$ cat src/rtl/branch_resolve_bht.sv
// MIPS conditional-branch resolver with a PC-indexed table of 2-bit saturating
// predictors. It produces a registered EX-stage outcome, a mispredict flag and a redirect PC.
module branch_resolve_bht #(
    parameter int          DATA_W    = 32,
    parameter int          PC_W      = 32,
    parameter int          BHT_IDX_W = 6,
    parameter logic [1:0]  CTR_INIT  = 2'b01,
    parameter int          CNT_W     = 32
) (
    input  logic              clk,
    input  logic              resetn,
    input  logic              stall,
    input  logic              flush,
    input  logic              id_valid,
    input  logic [5:0]        id_label,
    input  logic [PC_W-1:0]   id_pc,
    input  logic [PC_W-1:0]   id_target,
    input  logic [DATA_W-1:0] id_srca,
    input  logic [DATA_W-1:0] id_srcb,
    output logic              pred_taken,
    output logic              ex_valid,
    output logic              ex_taken,
    output logic              ex_link,
    output logic              mispredict,
    output logic [PC_W-1:0]   redirect_pc,
    output logic [CNT_W-1:0]  branch_cnt,
    output logic [CNT_W-1:0]  miss_cnt
);
    localparam int DEPTH = 1 << BHT_IDX_W;

    localparam logic [5:0] L_BEQ    = 6'b011101;
    localparam logic [5:0] L_BNE    = 6'b011110;
    localparam logic [5:0] L_BGEZ   = 6'b011111;
    localparam logic [5:0] L_BGTZ   = 6'b100000;
    localparam logic [5:0] L_BLEZ   = 6'b100001;
    localparam logic [5:0] L_BLTZ   = 6'b100010;
    localparam logic [5:0] L_BGEZAL = 6'b100011;
    localparam logic [5:0] L_BLTZAL = 6'b100100;

    logic                     is_br;
    logic                     is_link;
    logic                     cond;
    logic                     capture;
    logic [BHT_IDX_W-1:0]     idx;
    logic [2*DEPTH-1:0]       table_flat;
    logic signed [DATA_W-1:0] sa;
    logic signed [DATA_W-1:0] sb;

    logic             ex_valid_q, ex_valid_d;
    logic             ex_taken_q, ex_taken_d;
    logic             ex_link_q, ex_link_d;
    logic             mispredict_q, mispredict_d;
    logic [PC_W-1:0]  redirect_pc_q, redirect_pc_d;
    logic [CNT_W-1:0] branch_cnt_q, branch_cnt_d;
    logic [CNT_W-1:0] miss_cnt_q, miss_cnt_d;

    assign sa  = id_srca;
    assign sb  = id_srcb;
    assign idx = id_pc[BHT_IDX_W+1:2];

    always_comb begin
        is_br   = 1'b0;
        is_link = 1'b0;
        cond    = 1'b0;
        case (id_label)
            L_BEQ:    begin is_br = 1'b1; cond = (sa == sb); end
            L_BNE:    begin is_br = 1'b1; cond = (sa != sb); end
            L_BGEZ:   begin is_br = 1'b1; cond = (sa >= 0); end
            L_BGTZ:   begin is_br = 1'b1; cond = (sa > 0); end
            L_BLEZ:   begin is_br = 1'b1; cond = (sa <= 0); end
            L_BLTZ:   begin is_br = 1'b1; cond = (sa < 0); end
            L_BGEZAL: begin is_br = 1'b1; is_link = 1'b1; cond = (sa >= 0); end
            L_BLTZAL: begin is_br = 1'b1; is_link = 1'b1; cond = (sa < 0); end
            default:  ;
        endcase
        is_br = is_br & id_valid;
    end

    // Prediction uses the pre-update counter MSB; a same-cycle update is not bypassed.
    assign pred_taken = is_br & table_flat[{idx, 1'b1}];
    assign capture    = is_br & ~stall & ~flush;

    generate
        for (genvar gi = 0; gi < DEPTH; gi++) begin : g_bht
            logic [1:0] ctr_q, ctr_d;

            always_comb begin
                ctr_d = ctr_q;
                if (capture && idx == BHT_IDX_W'(gi)) begin
                    if (cond && ctr_q != 2'b11)
                        ctr_d = ctr_q + 2'b01;
                    else if (!cond && ctr_q != 2'b00)
                        ctr_d = ctr_q - 2'b01;
                end
            end

            always_ff @(posedge clk) begin
                if (!resetn)
                    ctr_q <= CTR_INIT;
                else
                    ctr_q <= ctr_d;
            end

            assign table_flat[2*gi +: 2] = ctr_q;
        end
    endgenerate

    always_comb begin
        ex_valid_d    = ex_valid_q;
        ex_taken_d    = ex_taken_q;
        ex_link_d     = ex_link_q;
        mispredict_d  = mispredict_q;
        redirect_pc_d = redirect_pc_q;
        branch_cnt_d  = branch_cnt_q;
        miss_cnt_d    = miss_cnt_q;
        if (capture) begin
            ex_valid_d    = 1'b1;
            ex_taken_d    = cond;
            ex_link_d     = is_link;
            mispredict_d  = cond ^ pred_taken;
            redirect_pc_d = cond ? id_target : id_pc + PC_W'(8);
            branch_cnt_d  = branch_cnt_q + CNT_W'(1);
            if (cond ^ pred_taken)
                miss_cnt_d = miss_cnt_q + CNT_W'(1);
        end else if (flush || !stall) begin
            // A bubble enters EX; redirect_pc keeps its last value.
            ex_valid_d   = 1'b0;
            ex_taken_d   = 1'b0;
            ex_link_d    = 1'b0;
            mispredict_d = 1'b0;
        end
    end

    always_ff @(posedge clk) begin
        if (!resetn) begin
            ex_valid_q    <= 1'b0;
            ex_taken_q    <= 1'b0;
            ex_link_q     <= 1'b0;
            mispredict_q  <= 1'b0;
            redirect_pc_q <= '0;
            branch_cnt_q  <= '0;
            miss_cnt_q    <= '0;
        end else begin
            ex_valid_q    <= ex_valid_d;
            ex_taken_q    <= ex_taken_d;
            ex_link_q     <= ex_link_d;
            mispredict_q  <= mispredict_d;
            redirect_pc_q <= redirect_pc_d;
            branch_cnt_q  <= branch_cnt_d;
            miss_cnt_q    <= miss_cnt_d;
        end
    end

    assign ex_valid    = ex_valid_q;
    assign ex_taken    = ex_taken_q;
    assign ex_link     = ex_link_q;
    assign mispredict  = mispredict_q;
    assign redirect_pc = redirect_pc_q;
    assign branch_cnt  = branch_cnt_q;
    assign miss_cnt    = miss_cnt_q;

endmodule

$ cat config.mk
export PLATFORM = sky130hd
export DESIGN_NAME = branch_resolve_bht
export DESIGN_NICKNAME = d
export VERILOG_FILES = /design/src/rtl/branch_resolve_bht.sv
export SDC_FILE = /design/constraint.sdc
export NUM_CORES = 1
export LEC_CHECK = 0
export ABC_AREA = 0
export BUFFER_PORTS_ARGS = -buffer_cell sky130_fd_sc_hd__clkbuf_2
export CAP_MARGIN = 10
export CORE_UTILIZATION = 50
export DETAILED_ROUTE_END_ITERATION = 8
export GPL_TIMING_DRIVEN = 0
export PLACE_DENSITY = 0.76
export SETUP_SLACK_MARGIN = 0.3
export SLEW_MARGIN = 5
export SYNTH_ARGS = -nofsm -noshare
export SYNTH_HDL_FRONTEND = slang
export SYNTH_SLANG_ARGS = --single-unit
$ cat constraint.sdc
create_clock -name clk -period 2.8 [get_ports clk]
set_clock_uncertainty 0.2 [all_clocks]
set_input_delay 0.28 -clock clk [delete_from_list [all_inputs] [get_ports clk]]
set_output_delay 0.28 -clock clk [all_outputs]
set_load 0.02 [all_outputs]
; Word level (Yosys, flattened, before mapping)
; Index checks and enable logic that the tools add are counted.
[classes]
n_lt_le_gt_ge = 5
bitwise_logic = 7
reduce_logical = 394
n_eq_ne = 137
n_mux = 139
add_sub_neg = 131
[ops]
columns = op, n
row1 = nonzero test 2 bit, 129
row2 = two-way mux 2 bit, 128
row3 = "== test 6 bit, second input constant", 37
row4 = logical AND 1 bit, 192
row5 = AND reduction 2 bit, 65
row6 = "adder 2 x 1 -> 2 bit, second input constant", 64
row7 = "!= test 2 bit, second input constant", 64
row8 = "subtractor 2 x 1 -> 2 bit, second input constant", 64
row9 = "== test 6 x 5 -> 1 bit, second input constant", 19
row10 = "adder 32 x 1 -> 32 bit, second input constant", 2
row11 = "== test 6 x 4 -> 1 bit, second input constant", 8
row12 = "adder 32 x 4 -> 32 bit, second input constant", 1
row13 = == test 32 bit, 1
row14 = ">= comparator 32 x 1 -> 1 bit, second input constant", 1
row15 = "> comparator 32 x 1 -> 1 bit, second input constant", 1
row16 = "less-or-equal comparator 32 x 1 -> 1 bit, second input constant", 1
row17 = "less-than comparator 32 x 1 -> 1 bit, second input constant", 1
row18 = two-way mux 32 bit, 1
row19 = != test 32 bit, 1
row20 = "== test 6 x 3 -> 1 bit, second input constant", 4
row21 = "== test 6 x 2 -> 1 bit, second input constant", 2
row22 = "less-than comparator 7 x 8 -> 1 bit, second input constant", 1
row23 = two-way mux 1 bit, 8
row24 = OR reduction 8 bit, 1
row25 = 10 further kinds, 17
[totals]
inputBits = 139
regBits = 228
wordCells = 884
out_inout_bits = 101

; Depth between registers and ports, before layout
; Gate-level depths: netlist of the first run.
[depth]
word_depth = 8
depth_mapped = 15
depth_no_buf = 9

; Least setup slack after synthesis of the first run
; OpenSTA, ideal clock, no wires.
[synth_timing]
kind = input port to flip-flop
from = input port id_pc[2]
to = register miss_cnt_q[14] (netlist: miss_cnt[14])
slack_ps = -332
path_stages = 14
required_time_ps = 2470
n_path_buf = 5
setup_ps = 130
arrival_ps = 2803
path_cell_list = buf_6 buf_12 mux4_2 a2bb2oi_2 nand3_1 a221oi_1 o311ai_1 or3_1 buf_2 and2_4 buf_6 buf_4 o41ai_1 a21oi_1
[synth_via]
elab_chain_cells = 5
[synth_lines]
columns = element, line_no
row1 = start: declaration, 16  ; input logic [PC_W-1:0] id_pc,
row2 = binary-select mux 1 bit (select 6 bit), 80  ; assign pred_taken = is_br & table_flat[{idx, 1'b1}];
row3 = two-way mux 1 bit (implied by the code), 80
row4 = bitwise AND 1 bit, 80
row5 = bitwise XOR 1 bit, 123  ; if (cond ^ pred_taken)
row6 = AND reduction 2 bit (no source line), --
row7 = end signal: assignment, 150  ; miss_cnt_q <= miss_cnt_d;
row8 = end: declaration, 55  ; logic [CNT_W-1:0] miss_cnt_q, miss_cnt_d;
; No other way between the ends. The select of a mux whose other input is x is not followed.
; A chain may end at the register's enable or synchronous reset.

; Final worst setup path of the first run
[layout_timing]
from = register g_bht[13].ctr_q[1]
to = register miss_cnt_q[15] (netlist: miss_cnt[15])
[layout_via]
elab_chain_cells = 5
[layout_lines]
columns = element, line_no
row1 = start: declaration, 85  ; logic [1:0] ctr_q, ctr_d;
row2 = start signal: assignment, 101  ; ctr_q <= ctr_d;
row3 = binary-select mux 1 bit (select 6 bit), 80
row4 = two-way mux 1 bit (implied by the code), 80
row5 = bitwise AND 1 bit, 80
row6 = bitwise XOR 1 bit, 123
row7 = AND reduction 2 bit (no source line), --
; No other way between the ends. The select of a mux whose other input is x is not followed.

==> results.cfg, run 1 <==
[grt]
grt_overflow = 0
grt_pass1_wl_um = 69660
grt.total_usage = 0.3325
use_met2 = 0.5665
top_usage_layer = met2
antenna_found_initial = 1
met1_usage = 0.4036
grt_pass1_vias = 13190
use_met3 = 0.05720
grt_max_degree = 13

[routing]
drc = 0
dr.pass1.iters = 8
vias = 15450
avgRoutedWirePerCell_um = 22.86
vias_per_cell = 6.536
drtIter0Drc = 2055
wirelength_um = 54050
postRouteAntennaNets = 0

[worst_setup_path]
cp-start-kind = flip-flop
cp.depth = 11
arrival_ns = 3.32
worstSetupPathType = reg -> reg
cp.required_ns = 2.99
crit_family = compound AO/OA/AOI/OAI gates
worst-r2r-cell-count = 11
cp_slowest_stage_delay_ns = 0.59
cp_cell_sequence = mux4_1 -> mux2i_1 -> nor2b_1 -> o311ai_4 -> buf_4 -> o21ai_4 -> and2_4 -> buf_12 -> clkbuf_16 -> o31ai_1 -> a21oi_1
critPathMaxFanout = 11
endpoint_kind = flip-flop
crit_slowest_cell = mux4_1
critPathBufInv = 3

[floorplan]
coreArea_mm2 = 0.02518
die_w_um = 162.1
die_h_um = 162.1
die-area_mm2 = 0.02627
start_util = 0.5088
fp-row-count = 58
ioPinCount = 240

[finish]
area_growth_pct = 51.29
nFillCells = 1495
seqCellArea_mm2 = 0.004599
multi_input_area_mm2 = 0.009633
final_core_util = 0.7698
nNetsFinal = 2157
layout-drive-gt1-share = 0.3871

[power]
peakVddDrop_mv = 0.4597
p_leak_nw = 7.419
p_total_w = 0.008100
p_per_area_mw_per_mm2 = 417.9

[hold_path]
hp-class = in -> reg
whs_path_depth = 4

[placement]
io_buffers = 235
dp_slack_ns = -0.7803
gp_congestion = 0.9297
hpwl_um = 31520

[logic_synthesis]
synth_warnings = 0
synth_top_area_frac = 0.3563
yosysMostFrequentCell = dfxtp_1
synth_edf_count = 0
syn_nets = 1770
syn_inst = 1628
seq_area_frac_synth = 0.3562
synth_area_leader_cell = dfxtp_1
synth_flop_cell = dfxtp_1
avgSynthCellArea_um2 = 7.870
synth-seq-cells = 228
syn_area_mm2 = 0.01281
ys_types = 68
ys_async_sr_fraction = 0
synth_area_leaders = dfxtp_1 36%, nor2_1 6.5%, o21ai_0 6.4%, nand2_1 5.5%, xor2_1 4.4%
yosys-top-cells-count = 228 x dfxtp_1, 221 x nor2_1, 187 x nand2_1, 164 x o21ai_0, 103 x a21oi_1

[outcome]
violations = negative hold slack, negative setup slack
status = finished, violations left

[clock_network]
cts.clk_slew.worst_paths_ns = 0.06
cts_buffer_depth = 3
insertion_delay_ns = 0.54
cts_buffers = 25
clock-sinks = 228
cts_tree = done
htreeDepth = 1
clockRootBuffer = clkbuf_16

[sta]
post-route-period-util = 1.118
hold_ws_ns = -0.01199
slew_violations = 0
rsz0062_at_grt = yes
worstMarginPinSlew_ns = 1.111
fin_crit_ns = 3.131
max_slew_margin = 0.2596
setup_viol = 34
fin_setup_tns_ns = -7.742
hold_viol = 1
timing.final.ws_setup_ns = -0.3312
max_freq_mhz = 319.4

[run]
cap_viol_max_count = 0
logic make-up (layout without fill, tap and decap cells):
group / after synthesis / in the layout / synth area share
simple gates: 679 / 680 / 0.2462
compound gates: 445 / 445 / 0.2175
flops: 228 / 228 / 0.3563
buf+inv: 111 / 515 / 0.04082
xor+xnor: 94 / 94 / 0.06426
mux: 68 / 68 / 0.07207
fa+ha+maj: 3 / 3 / 0.002930
other cells: 0 / 1 / 0
cell type report:
class	instances	area share
Tap cell	330	0.02130
Buffer	104	0.05383
Multi-Input combinational cell	1290	0.4970
Inverter	7	0.001356
Clock buffer	40	0.03983
Sequential cell	228	0.2373
Timing Repair Buffer	359	0.1478
Clock inverter	5	0.001485
Antenna cell	1	0.0001291
flip-flops by register name, indices dropped and copies added (netlist names):
register / flops
branch_cnt: 32
ex_link: 1
ex_taken: 1
ex_valid: 1
g_bht.ctr_q: 128
mispredict: 1
miss_cnt: 32
redirect_pc: 32
per-stage QoR:
step,cells,area [µm²]
final,2364,19380
after global routing,2364,19380
after CTS,2309,16940
after detailed placement,2193,14830
after global placement,2193,14830
after floorplan,1628,13250
report_power, final:
group	switching (W)	leakage, nW	internal [W]
sequential	0.000146	1.86	0.00334
clock	0.00140	0.400	0.00188
combinational	0.000685	5.16	0.000651
total	0.00223	7.42	0.00587
metal layers:
metal	part of all wire	wire length, µm
met3	0.10	5526
met4	0.077	4165
met2	0.46	24900
met5	0	0
met1	0.36	19460
worst register-to-register path: cells and delay by family (launching register included):
kind / cells / cell delay (ns)
mux: 2 / 0.78
compound gates: 4 / 0.87
simple gates: 2 / 0.27
flops: 1 / 0.37
buf+inv: 3 / 0.51
worst paths after layout:
kind,start,to,slack (ns)
setup / recovery,g_bht[13].ctr_q[1]$_SDFFE_PN0P_,miss_cnt[15]$_SDFFE_PN0P_,-0.33
hold / removal,id_pc[31],redirect_pc[31]$_SDFFE_PN0P_,-0.01
setup reg to reg,g_bht[13].ctr_q[1]$_SDFFE_PN0P_,miss_cnt[15]$_SDFFE_PN0P_,-0.33
hold reg to reg,redirect_pc[24]$_SDFFE_PN0P_,redirect_pc[24]$_SDFFE_PN0P_,0.26
repair_timing:
item                                    CTS  global route
setup buffers                            24            29
gates cloned                              4            25
hold endpoints to repair                 36             0
hold buffers                             43             0
endpoints found under the setup margin  205           203
gates resized for setup                 147           491
pin swaps                                57           220
placed cells by master, fill, tap and decap left out, types with 42 or more instances in the layout:
cell / synthesis / layout
a21oi_1: 103 / 88
clkbuf_16: 0 / 54
clkbuf_2: 1 / 240
dfxtp_1: 228 / 204
dlygate4sd3_1: 0 / 43
nand2_1: 187 / 171
nand3_1: 74 / 42
nor2_1: 221 / 146
nor2_4: 0 / 63
o21ai_0: 164 / 62
o21ai_1: 1 / 69
xor2_1: 64 / 62
(Power assumes the default switching activity.)
==> run 2, diff against run 1 <==
Settings changed: BUFFER_PORTS_ARGS -buffer_cell sky130_fd_sc_hd__clkbuf_2 to -buffer_cell sky130_fd_sc_hd__buf_4, CTS_CLUSTER_DIAMETER set to 50, PLACE_DENSITY 0.76 to 0.73.
Clock period 2.8 ns to 3.9 ns, I/O delays scaled along.
==> run 2 against run 1 <==
  * The run now ends clean
  * Combinational power shrank 50%
  * Critical path depth shrank 1
  * Critical endpoint is now miss_cnt[25]$_SDFFE_PN0P_
  * Largest power group is now the clock network
  * Final area shrank 16%
  * Highest routed layer unchanged
  * Critical path type unchanged
  * Register-to-register slack gained 0.76 ns
==> results.cfg, run 2 (synthesized netlist as in run 1, its figures left out) <==
[hold_path]
whs_path_depth = 3
hp-class = in -> reg
min_to = redirect_pc[3]$_SDFFE_PN0P_
holdCritStartpoint = id_target[3]

[clock_network]
insertion_delay_ns = 0.55
clock-sinks = 228
cts.clk_slew.worst_paths_ns = 0.06
clockRootBuffer = clkbuf_16
cts_buffer_depth = 3
cts_buffers = 29
cts_tree = done
htreeDepth = 1

[floorplan]
coreArea_mm2 = 0.02518
fp-row-count = 58
start_util = 0.5088
die_w_um = 162.1
die_h_um = 162.1
ioPinCount = 240
die-area_mm2 = 0.02627

[worst_setup_path]
critPathMaxFanout = 10
arrival_ns = 3.68
worstSetupPathType = reg -> reg
endpoint_kind = flip-flop
worst-r2r-cell-count = 10
r2r_setup_slack_ns = 0.43
cp.required_ns = 4.11
r2r_start = g_bht[32].ctr_q[1]$_SDFFE_PN0P_
cp-start-kind = flip-flop
rr_endpoint = miss_cnt[25]$_SDFFE_PN0P_

[grt]
antenna_found_initial = 0
grt_pass1_wl_um = 67700
grt_overflow = 0
grt.total_usage = 0.3245
grt_max_degree = 14
grt_pass1_vias = 12530

[sta]
post-route-period-util = 0.8895
rsz0062_at_grt = no
hold_ws_ns = 0.0001472
worstMarginPinSlew_ns = 0.8969
hold_viol = 0
slew_violations = 0
max_freq_mhz = 288.3
setup_viol = 0
max_slew_margin = 0.3965
fin_crit_ns = 3.469

[finish]
layout_commonest_cell = buf_4
layout-drive-gt1-share = 0.1935
seqCellArea_mm2 = 0.004564
largest_reg_flops = 128
largest-register = g_bht.ctr_q
final_cells = 2269
area_growth_pct = 26.46
postLayoutCellArea_mm2 = 0.01620
multi_input_area_mm2 = 0.007761
nNetsFinal = 2059
final_cell_mix = 244 x buf_4, 228 x dfxtp_1, 220 x nor2_1
nFillCells = 2209

[routing]
drc = 0
postRouteAntennaNets = 0
wirelength_um = 44070
dr.pass1.iters = 7
avgRoutedWirePerCell_um = 19.42
drtIter0Drc = 1374
vias = 13640
vias_per_cell = 6.013

[outcome]
status = finished, final reports clean

[placement]
hpwl_um = 32140
io_buffers = 235
dp_cells = 2193
place_area_mm2 = 0.01499
gp_congestion = 0.9398

[power]
p_leak_nw = 6.256
peakVddDrop_mv = 0.3581
p_per_area_mw_per_mm2 = 353.9
p_total_w = 0.005735

[run]
cap_viol_max_count = 0
==> run 2: changes by cell type in the layout (fill, tap and decap cells not counted), moves of 63 or more <==
cell      delta
nor2_1      +74
o21ai_1     -69
buf_4      +212
clkbuf_2   -231
o21ai_0    +102
nor2_4      -63
==> run 2: cell type report <==
type	instances	share of cell area
clock inverters	11	0.004402
flip-flops and latches	228	0.2817
repair buffers	258	0.1231
diodes	1	0.0001544
clock buffers	41	0.05313
well taps	330	0.02548
inverters	7	0.001622
plain buffers	104	0.03143
multi-input cells	1289	0.4790
==> run 2: critical path, cell delays in order, from the launching register on <==
cell	delay [ns]
dfxtp_1	0.35
mux4_1	0.55
a2111oi_0	0.69
a221oi_2	0.15
o311ai_2	0.16
o21ai_2	0.21
and2_4	0.19
buf_6	0.13
buf_2	0.19
o311ai_0	0.37
o41ai_1	0.14
==> run 2: worst max path at each step <==
stage / start / end / slack, ns
2_1_floorplan: id_pc[2] / miss_cnt[14]$_SDFFE_PN0P_ / 0.66
5_1_grt: id_srca[23] / g_bht[27].ctr_q[0]$_SDFFE_PN1P_ / 0.33
3_3_place_gp: id_srca[16] / redirect_pc[11]$_SDFFE_PN0P_ / -0.46
4_1_cts: id_srca[16] / redirect_pc[2]$_SDFFE_PN0P_ / 0.31
6_report: g_bht[32].ctr_q[1]$_SDFFE_PN0P_ / miss_cnt[25]$_SDFFE_PN0P_ / 0.43
3_5_place_dp: id_srca[16] / redirect_pc[11]$_SDFFE_PN0P_ / -0.50
==> run 2: power by group <==
group	internal [W]	switching [W]
Sequential	0.00240	0.0000726
Clock	0.00153	0.00106
Combinational	0.000323	0.000352
==> run 2: timing repair <==
item,4_1_cts,5_1_grt
hold buffers,23,0
setup buffers,0,0
setup endpoints to repair,90,123
resized for setup,5,21
hold endpoints to repair,22,0
pin swaps,0,0
==> run 2: per-stage QoR <==
| step | setup slack [ns] | setup TNS, ns | utilization |
|---|---|---|---|
| final | 0.4311 | 0 | 0.6434 |
| after global routing | 0.3314 | 0 | 0.6433 |
| after CTS | 0.3083 | 0 | 0.6417 |
| after detailed placement | -0.4954 | -34.53 | 0.5953 |
| after global placement | -0.4586 | -30.72 | 0.5953 |
| after floorplan | 0.6577 | 0 | - |
==> run 2: per-layer routing <==
metal  wire [µm]  global-route usage
met1       18050              0.4132
met2       20420              0.5369
met3        3776             0.05848
met4        1816              0.1407
met5           0                   0
==> run 3, diff against run 2 <==
Settings changed: ABC_AREA 0 to 1, CORE_UTILIZATION 50 to 59, PLACE_DENSITY 0.73 to 0.83.
==> run 3 against run 2 <==
  * Sequential power is 5% lower
  * Critical path depth stayed put
  * Critical path type is now in -> reg
  * Via count is 36% higher
  * Sequential share of layout area is 3.0 points lower
  * First-iteration DRC count is 120% higher
  * Utilization is 10 points higher
==> results.cfg, run 3 <==
[outcome]
status = finished, final reports clean

[routing]
wirelength_um = 59030
drc = 0
dr.pass1.iters = 7
vias = 18590
drtIter0Drc = 3034
vias_per_cell = 6.039
avgRoutedWirePerCell_um = 19.17
postRouteAntennaNets = 0

[floorplan]
coreArea_mm2 = 0.02439
fp-row-count = 57
start_util = 0.6049
die_w_um = 160.1
die_h_um = 160.1
die-area_mm2 = 0.02564
ioPinCount = 240

[clock_network]
cts_tree = done
insertion_delay_ns = 0.57
cts.clk_slew.worst_paths_ns = 0.06
cts_buffer_depth = 3
clockRootBuffer = clkbuf_16
post_cts_buffers = 0
htreeDepth = 1
cts_buffers = 30
clock-sinks = 228

[worst_setup_path]
cp_slowest_stage_delay_ns = 0.60
endpoint_kind = flip-flop
critPathMaxFanout = 10
cp_cell_sequence = dlygate4sd3_1 -> buf_4 -> nor2_1 -> nand3_4 -> inv_2 -> buf_2 -> buf_1 -> nand3_1 -> a31oi_1 -> dlygate4sd3_1
worstSetupPathType = in -> reg
crit_top_cell = dlygate4sd3_1
cp-start-kind = input pin
arrival_ns = 3.37
cp.required_ns = 4.19
crit_slowest_cell = dlygate4sd3_1

[logic_synthesis]
yosys-top-cells-count = 624 x nand2_1, 384 x nand3_1, 361 x nor2_1, 243 x inv_1, 228 x dfxtp_1
ys_types = 43
seq_area_frac_synth = 0.3094
synth_top_area_frac = 0.3094
synth_edf_count = 0
synth-seq-cells = 228
synth_area_leader_cell = dfxtp_1
ys_async_sr_fraction = 0
synth_warnings = 0
yosysMostFrequentCell = nand2_1
syn_nets = 2585
syn_inst = 2443
synth_area_leaders = dfxtp_1 31%, nand2_1 16%, nand3_1 13%, nor2_1 9.2%, inv_1 6.2%
avgSynthCellArea_um2 = 6.039
synth_flop_cell = dfxtp_1
syn_area_mm2 = 0.01475

[placement]
hpwl_um = 43370
io_buffers = 235
dp_slack_ns = 0.9649
gp_congestion = 1.008
dp_cells = 3002

[sta]
worstMarginPinSlew_ns = 0.9754
fin_setup_tns_ns = 0
fin_crit_ns = 3.084
rsz0062_at_grt = no
max_slew_margin = 0.3498
slew_violations = 0
post-route-period-util = 0.7908
timing.final.ws_setup_ns = 0.8160
setup_viol = 0
max_freq_mhz = 324.3
hold_viol = 0

[run]
cap_viol_max_count = 0

[finish]
layout_commonest_cell = nand2_1
final_cells = 3079
largest_reg_flops = 128
largest-register = g_bht.ctr_q
final_core_util = 0.7445
layout-drive-gt1-share = 0.1340
nNetsFinal = 2875
area_growth_pct = 23.09
final_cell_mix = 624 x nand2_1, 384 x nand3_1, 361 x nor2_1
nFillCells = 2051

[grt]
grt_pass1_wl_um = 91200
grt_overflow = 0
antenna_found_initial = 1
grt_pass1_vias = 17190
grt.total_usage = 0.4466
grt_max_degree = 15

[hold_path]
hp-class = in -> reg

[power]
peakVddDrop_mv = 0.3392
p_leak_nw = 8.888
p_per_area_mw_per_mm2 = 316.1
[run 3: metal layers]
metal	vias up	wire length (µm)	part of all wire	GRT usage
li1	8576	-	-	-
met1	8327	21410	0.36	0.5558
met4	0	3727	0.063	0.2364
met2	1384	25990	0.44	0.7233
met5	-	0	0	0
met3	306	7901	0.13	0.09584
[run 3: path summary, 6_finish.rpt]
check | startpoint | endpoint | slack (ns) | depth (start not counted)
hold reg to reg | branch_cnt[21]$_SDFFE_PN0P_ | branch_cnt[21]$_SDFFE_PN0P_ | 0.28 | 2
hold / removal | id_target[26] | redirect_pc[26]$_SDFFE_PN0P_ | 0.008 | 5
setup reg to reg | branch_cnt[0]$_SDFFE_PN0P_ | branch_cnt[27]$_SDFFE_PN0P_ | 1.29 | 12
setup / recovery | stall | redirect_pc[1]$_SDFFE_PN0P_ | 0.82 | 10
[run 3: final cells by class]
class,instances,area (µm²),share of cell area
multi-input cells,1852,8696,0.4788
flip-flops and latches,228,4564,0.2513
repair buffers,258,1994,0.1098
inverters,253,952.2,0.05243
clock buffers,41,863.3,0.04754
plain buffers,110,540.5,0.02976
well taps,324,405.4,0.02232
clock inverters,12,141.4,0.007786
diodes,1,2.502,0.0001378
[run 3: power breakdown]
group / leakage (nW) / internal, W / switching, W / total (W)
sequential: 1.84 / 0.00233 / 0.00000515 / 0.00234
combinational: 6.56 / 0.000216 / 0.000378 / 0.000593
clock: 0.492 / 0.00169 / 0.00112 / 0.00281
total: 8.89 / 0.00424 / 0.00151 / 0.00574
[run 3: repair_timing]
item                                   in CTS  in global routing
resized for setup                           0                  0
endpoints found under the hold margin      20                  0
hold buffers                               23                  0
[run 3: critical path: cells and delay by family]
| family | cells | cell delay (ns) |
|---|---|---|
| buffers and inverters | 6 | 2.19 |
| and+or+nand+nor | 3 | 0.58 |
| AOI/OAI and AO/OA | 1 | 0.21 |
[run 3: through the flow]
| step | instance area (µm²) | power (W) | hold slack, ns |
|---|---|---|---|
| 6_report | 18160 | 0.005741 | 0.007595 |
| 2_1_floorplan | 14750 | 0.002668 | 0.2626 |
| 4_1_cts | 18160 | 0.005695 | 0.004082 |
| 3_5_place_dp | 16920 | 0.002938 | 0.2693 |
| 3_3_place_gp | 16920 | 0.002932 | 0.2448 |
| 5_1_grt | 18160 | 0.005856 | 0.02634 |
[run 3: cells by family after synthesis]
group	after synthesis	synth area share
simple gates	1590	0.4730
compound gates	174	0.06344
flops	228	0.3094
buf+inv	363	0.1012
xor+xnor	85	0.05046
fa+ha+maj	3	0.002545
